[src/rtl/acq_group_sequencer.sv]
// rtl/acq_group_sequencer.sv - acquisition group sequencer: trigger, accumulate, upload, re-arm
// Counts accumulated pulses per group and hands each finished group to the upload switcher.
module acq_group_sequencer #(
   parameter int CNT_W         = 16,
   parameter int CMD_START_BIT = 0,
   parameter int CMD_CONT_BIT  = 1,
   parameter int CMD_ABORT_BIT = 2
) (
   input  logic             clk_i,
   input  logic             rst_n_i,
   input  logic [15:0]      cmd_i,
   input  logic [CNT_W-1:0] n_acc_pulses_i,
   input  logic             trigger_i,
   input  logic             pulse_done_i,
   input  logic             upload_ack_i,
   input  logic             upload_done_i,
   output logic             capture_en_o,
   output logic             pulse_start_o,
   output logic             is_first_pls_o,
   output logic             upload_req_o,
   output logic [CNT_W-1:0] pulse_count_o,
   output logic [CNT_W-1:0] group_count_o,
   output logic [CNT_W-1:0] missed_trig_o,
   output logic             cfg_err_o,
   output logic             busy_o
);

   typedef enum logic [2:0] {
      S_IDLE,
      S_WAIT_TRIG,
      S_PROC,
      S_UPLOAD_REQ,
      S_UPLOAD_WAIT
   } state_t;

   localparam logic [CNT_W-1:0] CNT_ONE = CNT_W'(1);
   localparam logic [CNT_W-1:0] CNT_MAX = '1;

   state_t           state, state_n;
   logic             start_prev;
   logic             start_rise, abort, cont, group_done;
   logic [CNT_W-1:0] n_acc, n_acc_n;
   logic [CNT_W-1:0] pulse_count_n, group_count_n, missed_trig_n;
   logic             cfg_err_n, pulse_start_n;
   logic             unused_cmd_bits;

   assign start_rise = cmd_i[CMD_START_BIT] & ~start_prev;
   assign abort      = cmd_i[CMD_ABORT_BIT];
   assign cont       = cmd_i[CMD_CONT_BIT];
   // Only three command bits belong to this block; the rest are decoded elsewhere.
   assign unused_cmd_bits = ^cmd_i;

   // A done arriving together with the ack finishes the group as if it came one cycle later.
   assign group_done = upload_done_i &
                       ((state == S_UPLOAD_WAIT) || ((state == S_UPLOAD_REQ) && upload_ack_i));

   always_comb begin
      state_n       = state;
      n_acc_n       = n_acc;
      pulse_count_n = pulse_count_o;
      group_count_n = group_count_o;
      missed_trig_n = missed_trig_o;
      cfg_err_n     = cfg_err_o;
      pulse_start_n = 1'b0;
      if (abort) begin
         state_n       = S_IDLE;
         pulse_count_n = '0;
      end else begin
         case (state)
            S_IDLE: begin
               if (start_rise) begin
                  if (n_acc_pulses_i != '0) begin
                     n_acc_n       = n_acc_pulses_i;
                     pulse_count_n = '0;
                     cfg_err_n     = 1'b0;
                     state_n       = S_WAIT_TRIG;
                  end else begin
                     cfg_err_n = 1'b1;
                  end
               end
            end
            S_WAIT_TRIG: begin
               if (trigger_i) begin
                  pulse_start_n = 1'b1;
                  state_n       = S_PROC;
               end
            end
            S_PROC: begin
               if (trigger_i && (missed_trig_o != CNT_MAX)) begin
                  missed_trig_n = missed_trig_o + CNT_ONE;
               end
               if (pulse_done_i) begin
                  pulse_count_n = pulse_count_o + CNT_ONE;
                  state_n = (pulse_count_n == n_acc) ? S_UPLOAD_REQ : S_WAIT_TRIG;
               end
            end
            S_UPLOAD_REQ: begin
               if (upload_ack_i) begin
                  state_n = S_UPLOAD_WAIT;
               end
            end
            S_UPLOAD_WAIT: ;
            default: state_n = S_IDLE;
         endcase
         if (group_done) begin
            group_count_n = group_count_o + CNT_ONE;
            if (cont) begin
               pulse_count_n = '0;
               state_n       = S_WAIT_TRIG;
            end else begin
               state_n = S_IDLE;
            end
         end
      end
   end

   always_ff @(posedge clk_i or negedge rst_n_i) begin
      if (!rst_n_i) begin
         state          <= S_IDLE;
         start_prev     <= 1'b0;
         n_acc          <= '0;
         capture_en_o   <= 1'b0;
         pulse_start_o  <= 1'b0;
         is_first_pls_o <= 1'b0;
         upload_req_o   <= 1'b0;
         pulse_count_o  <= '0;
         group_count_o  <= '0;
         missed_trig_o  <= '0;
         cfg_err_o      <= 1'b0;
         busy_o         <= 1'b0;
      end else begin
         state          <= state_n;
         start_prev     <= cmd_i[CMD_START_BIT];
         n_acc          <= n_acc_n;
         capture_en_o   <= (state_n == S_WAIT_TRIG) || (state_n == S_PROC);
         pulse_start_o  <= pulse_start_n;
         // Derived from the registered count, so it trails pulse_count_o by one cycle.
         is_first_pls_o <= ((state == S_WAIT_TRIG) || (state == S_PROC)) &&
                           (pulse_count_o == '0);
         upload_req_o   <= (state_n == S_UPLOAD_REQ);
         pulse_count_o  <= pulse_count_n;
         group_count_o  <= group_count_n;
         missed_trig_o  <= missed_trig_n;
         cfg_err_o      <= cfg_err_n;
         busy_o         <= (state_n != S_IDLE);
      end
   end

endmodule

[config.mk]
export PLATFORM = sky130hd
export DESIGN_NAME = acq_group_sequencer
export DESIGN_NICKNAME = d
export VERILOG_FILES = /design/src/rtl/acq_group_sequencer.sv
export SDC_FILE = /design/constraint.sdc
export NUM_CORES = 1
export LEC_CHECK = 0
export CAP_MARGIN = 15
export CORE_MARGIN = 8
export CORE_UTILIZATION = 45
export DETAILED_ROUTE_END_ITERATION = 7
export GPL_TIMING_DRIVEN = 0
export PLACE_DENSITY = 0.76
export SETUP_SLACK_MARGIN = 0.05
export SLEW_MARGIN = 40
export SYNTH_ARGS = -nofsm -noshare
export SYNTH_HDL_FRONTEND = slang
export SYNTH_SLANG_ARGS = --single-unit
export TNS_END_PERCENT = 10
[constraint.sdc]
create_clock -name clk_i -period 2.5 [get_ports clk_i]
set_input_delay 0.5 -clock clk_i [delete_from_list [all_inputs] [get_ports clk_i]]
set_output_delay 0.5 -clock clk_i [all_outputs]
set_load 0.01 [all_outputs]
# Word level (Yosys, flattened, before mapping)
# Cells that the tools add are included.
dict set report totals {
  ff_bits 74
  out_inout_bits 54
}
dict set report op_classes {
  n_addsub 3
  eq_ne 9
  muxes 21
  n_bitwise 4
  reduce_logical 14
}
# operator n
set op_table {}
lappend op_table {{$mux W16} 6}
lappend op_table {{$add A16 B1 Y16 const B} 3}
lappend op_table {{$pmux W16 S2} 1}
lappend op_table {{$mux W3} 7}
lappend op_table {{$eq A16 B16 Y1} 1}
lappend op_table {{$logic_not A16 Y1} 1}
lappend op_table {{$ne A16 B16 Y1 const B} 1}
lappend op_table {{$reduce_bool A16 Y1} 1}
lappend op_table {{$pmux W3 S5} 1}
lappend op_table {{$eq A3 B2 Y1 const B} 4}
lappend op_table {{$eq A3 B1 Y1 const B} 2}
lappend op_table {{$reduce_and A3 Y1} 2}
lappend op_table {{$mux W1} 5}
lappend op_table {{$reduce_and A4 Y1} 1}
lappend op_table {{$eq A3 B3 Y1 const B} 1}
lappend op_table {{$logic_and A1 B1 Y1} 3}
lappend op_table {{$logic_not A3 Y1} 1}
lappend op_table {{$logic_or A1 B1 Y1} 3}
lappend op_table {{$reduce_bool A3 Y1} 1}
lappend op_table {{$and A1 B1 Y1} 2}
lappend op_table {{$mux W2} 1}
lappend op_table {{$not A1 Y1} 2}
lappend op_table {{$reduce_and A2 Y1} 1}

# Logic depth before layout (Yosys ltp)
# Gate-level depths: netlist (run 1).
dict set report logic_depth {
  word_depth 9
  ltp_mapped 9
  depth_no_buf 8
}

# Least setup slack after synthesis (run 1)
# No wires, ideal clock.
dict set report synth_timing {
  kind {register to register}
  start {register pulse_count_o[1]}
  end {register upload_req_o}
  arrival_time_ns 2.322
  t_required_ns 2.426
  slack_ns 0.105
  path_stages_with_launch 8
  path_buffers 0
  path_cell_list {dfrtp_1 ha_1 nand3_1 or3_1 a222oi_1 nand4_1 or4_4 a21oi_2}
}
dict set report synth_via {
  elab_chain_cells 8
}
# element line
set synth_lines {}
lappend synth_lines {{start: declaration} 21} ;# output logic [CNT_W-1:0] pulse_count_o,
lappend synth_lines {{start signal: assignment} 141} ;# pulse_count_o <= pulse_count_n;
lappend synth_lines {{$add A16 B1 Y16} 93} ;# pulse_count_n = pulse_count_o + CNT_ONE;
lappend synth_lines {{$eq A16 B16 Y1} 94} ;# state_n = (pulse_count_n == n_acc) ? S_UPLOAD_REQ : S_WAIT_TRIG;
lappend synth_lines {{$mux W2} 94}
lappend synth_lines {{$mux W3} 92} ;# if (pulse_done_i) begin
lappend synth_lines {{$pmux W3 S5} 69} ;# case (state)
lappend synth_lines {{$mux W3} 105} ;# if (group_done) begin
lappend synth_lines {{$mux W3} 65} ;# if (abort) begin
lappend synth_lines {{$eq A3 B2 Y1} 140} ;# upload_req_o <= (state_n == S_UPLOAD_REQ);
lappend synth_lines {{end signal: assignment} 140}
lappend synth_lines {{end: declaration} 20} ;# output logic upload_req_o,
# No other way between the ends.
# A chain may end at the register's enable or synchronous reset.

# Worst setup path after layout (run 1)
dict set report layout_timing {
  start {register pulse_count_o[0]}
  end {register upload_req_o}
}
# Same word-level chain as after synthesis.

==> key figures, run 1 <==
GRT
  – Antenna violations before repair: 0
  – Gr ovfl total: 0
  – Vias in the first global route: 3137
  – First-pass GRT wire length: 15.3 mm
  – GRT Total Usage: between 10% and 20%
  – Largest net degree at the start of global routing: 54

Clock network
  – Total CTS buffers: 9
  – CTS sink count: between 70 and 80
  – CTS tree: yes
  – Clock-pin slew on the worst setup and hold paths: 90 ps
  – Root Driver: clkbuf_8
  – H-tree depth: 3
  – CTS max path bufs: 2
  – Clock Latency Late Sink: around 350 ps

Power
  – Int Pwr: between 1.5 and 2 mW
  – Psw: just under 800 uW
  – Tot Pwr: 2.77 mW
  – Power share of the combinational group: between 10% and 20%
  – Peak supply drop: around 340 uV
  – Flop pwr share: between 40% and 50%
  – Switching share of power: between 20 and 30%
  – Leak: around 2.1 nW
  – Pwr dens: about 530 mW/mm^2
  – Clock power frac: between 30% and 40%

Flow run
  – Maxcap violations: 0

Worst setup path
  – CP startpoint kind: register
  – Slowest stage cell, crit path: or4_4
  – CP Data Required Time: 2780 ps
  – Worst reg2reg startpoint: pulse_count_o[0]$_DFF_PN0_
  – CP peak stage delay: about 540 ps
  – Most used cell, CP: or4_4
  – CP Class: reg -> reg
  – Beginning of the critical path: pulse_count_o[0]$_DFF_PN0_
  – Critical Path AT: 2730 ps
  – Cell breakdown of the critical path: buf_6, nand3_4, or4_4, a2111oi_4, nand4_1, or4_4, a21oi_2
  – Critical Path End Type: register
  – Crit-path max FO: 7

Cells and area
  – Area delta synth->final: 33.3%
  – Fraction of layout cells with a size suffix above 1: around 16%
  – Util after Layout: a little over 60%
  – Final std cells w/o fill: 583
  – Fin area: roughly 0.0052 sq mm
  – ANT cells: 0
  – Nets: between 500 and 600

Logic synthesis
  – Post-synth EDFFs: 0
  – Synth area leader: dfrtp_1
  – Synth cell count leaders: 74 x dfrtp_1, 43 x xnor2_1, 30 x nand2_1
  – Synth cell types: 55
  – Syn Inst Count: approximately 380
  – Most frequent cell after synthesis: dfrtp_1
  – Syn avg cell area: 10.5 sq um
  – Mapped cell area: around 0.004 sq mm
  – Post-synth ARST share: between 90% and 100%
  – Synth Net Count: approximately 420
  – Yosys reg bits: 74
  – Synth warnings: 0
  – Primary FF master, synth: dfrtp_1
  – Synth top area cells: dfrtp_1 47%, xnor2_1 9.6%, mux2_2 4.9%
  – Synth top area share: approximately 47%
  – Post-synthesis sequential area ratio: between 40 and 50%

STA
  – RSZ-0062 raised after global routing: yes
  – Slew HR: 61.7%
  – Max-slew violations: 0
  – Tmin final: 2450 ps
  – Final Skew: 13.3 ps
  – Final WS setup: slightly below 50 ps
  – WHS: 478 ps
  – Final Hold Viols: 0
  – Final setup vio count: 0
  – Slew @ Worst Pin: 571 ps
  – Setup_tns: 0 ps
  – Fmax: approximately 410 MHz
  – Final Cycle Share: a little under 100%

Min path
  – Worst hold path class: reg -> reg
  – Hold Crit Start: group_count_o[15]$_DFFE_PN0P_

Routing
  – Routed WL per cell: ~16 um
  – Antenna-violating nets left: 0
  – DR vias/cell: 5.50
  – Post-Route WL: around 9.6 mm
  – Vias: ~3200
  – DR DRC count: 0
  – DRT Pass-1 Iters: 5
  – Initial detailed-routing violation count: about 170

Place
  – Post-placement cell area: 0.00487 sq mm
  – DP Wirelength: 7.12 mm
  – Gpl congestion: 0.854
  – Placed Cells: between 500 and 600
  – PortBufs: 78
  – Pre-CTS setup slack: -347 ps

Run status
  – Outcome: finished, final reports clean

Floorplan
  – Area of the die: ~0.012 sq mm
  – Row count: 34
  – Starting Density: a little under half
  – Core box area: between 0.008 and 0.009 sq mm
  – IO Count: 92
  – Die span in y: approximately 110 um
  – Die width: about 110 um
-- state kept, by name, indices dropped and copies added (netlist names) --
register,count
upload_req_o,1
state,3
missed_trig_o,16
busy_o,1
pulse_start_o,1
capture_en_o,1
group_count_o,16
n_acc,16
start_prev,1
is_first_pls_o,1
pulse_count_o,16
cfg_err_o,1
-- routing by layer --
| layer | vias up | global-route usage [%] | wire (um) |
|---|---|---|---|
| met5 | - | 0 | 0 |
| met4 | 0 | 7.52 | 197 |
| met3 | 16 | 3.93 | 591 |
| met2 | 94 | 25.6 | 4560 |
| met1 | 1557 | 20.6 | 4230 |
| li1 | 1538 | - | - |
-- worst max-delay path: cells and delay by family, from the launching register on --
kind | cells | cell delay, ps
simple gates | 4 | 1350
flops | 1 | 430
compound gates | 2 | 440
buf+inv | 1 | 160
-- cell families (layout without fill, tap and decap cells) --
family / count (synthesis) / in the layout / synth area share, %
flops: 74 / 74 / 47.2
buf+inv: 22 / 122 / 2.84
simple gates: 156 / 156 / 22.2
fa+ha+maj: 4 / 4 / 1.28
mux: 21 / 21 / 5.94
compound gates: 38 / 38 / 7.09
xor+xnor: 60 / 60 / 13.4
-- layout by cell type (no fill, tap or decap), types with 3 or more instances in the layout --
cell type / instances
a211oi_1: 4
a21oi_1: 7
and2_1: 6
and3_1: 3
and4_1: 7
buf_2: 6
buf_4: 8
buf_6: 4
clkbuf_8: 9
clkdlybuf4s50_1: 77
dfrtp_1: 72
inv_1: 8
inv_6: 3
mux2_2: 17
mux2i_1: 3
nand2_1: 30
nand3_1: 14
nand4_1: 19
nor2_1: 29
nor2b_1: 5
nor3_1: 4
nor4_1: 11
o21ai_0: 7
or3_1: 3
xnor2_1: 42
xor2_1: 17
-- power groups by stage --
stage	Sequential [mW]	Clock, mW	Combinational, mW
6_report	1.38	0.971	0.424
5_1_grt	1.39	1.04	0.465
4_1_cts	1.37	0.995	0.412
3_5_place_dp	1.40	0	0.403
3_3_place_gp	1.39	0	0.383
2_1_floorplan	1.38	0	0.232
-- layout make-up --
class | count | area [sq um]
buffer | 13 | 90.1
clock buffer | 9 | 124
clock inverter | 7 | 82.6
fill | 717 | 3370
inverter | 8 | 30.0
multi-input combinational | 279 | 2050
sequential | 74 | 1850
tap | 108 | 135
timing repair buffer | 85 | 857
-- worst paths after layout --
kind	to	slack, ps	cells after the start
max	upload_req_o$_DFF_PN0_	50	7
min	group_count_o[15]$_DFFE_PN0P_	480	1
min in group asynchronous	n_acc[6]$_DFFE_PN0P_	560	2
max reg2reg	upload_req_o$_DFF_PN0_	50	7
min reg2reg	group_count_o[15]$_DFFE_PN0P_	480	1
max in group asynchronous	group_count_o[3]$_DFFE_PN0P_	1410	3
-- timing repair --
action,CTS,global route
buffers inserted,0,5
endpoints found under the setup margin,15,39
hold buffers,1,0
resized for setup,7,20
hold endpoints to repair,21,0
pin swaps,3,10
(Power assumes the default switching activity.)
==> run 2, diff against run 1 <==
Settings changed: CTS_CLUSTER_SIZE from default to 24.
==> results of run 2 <==
The final DEF is identical to that of run 1; final timing and power are the same.
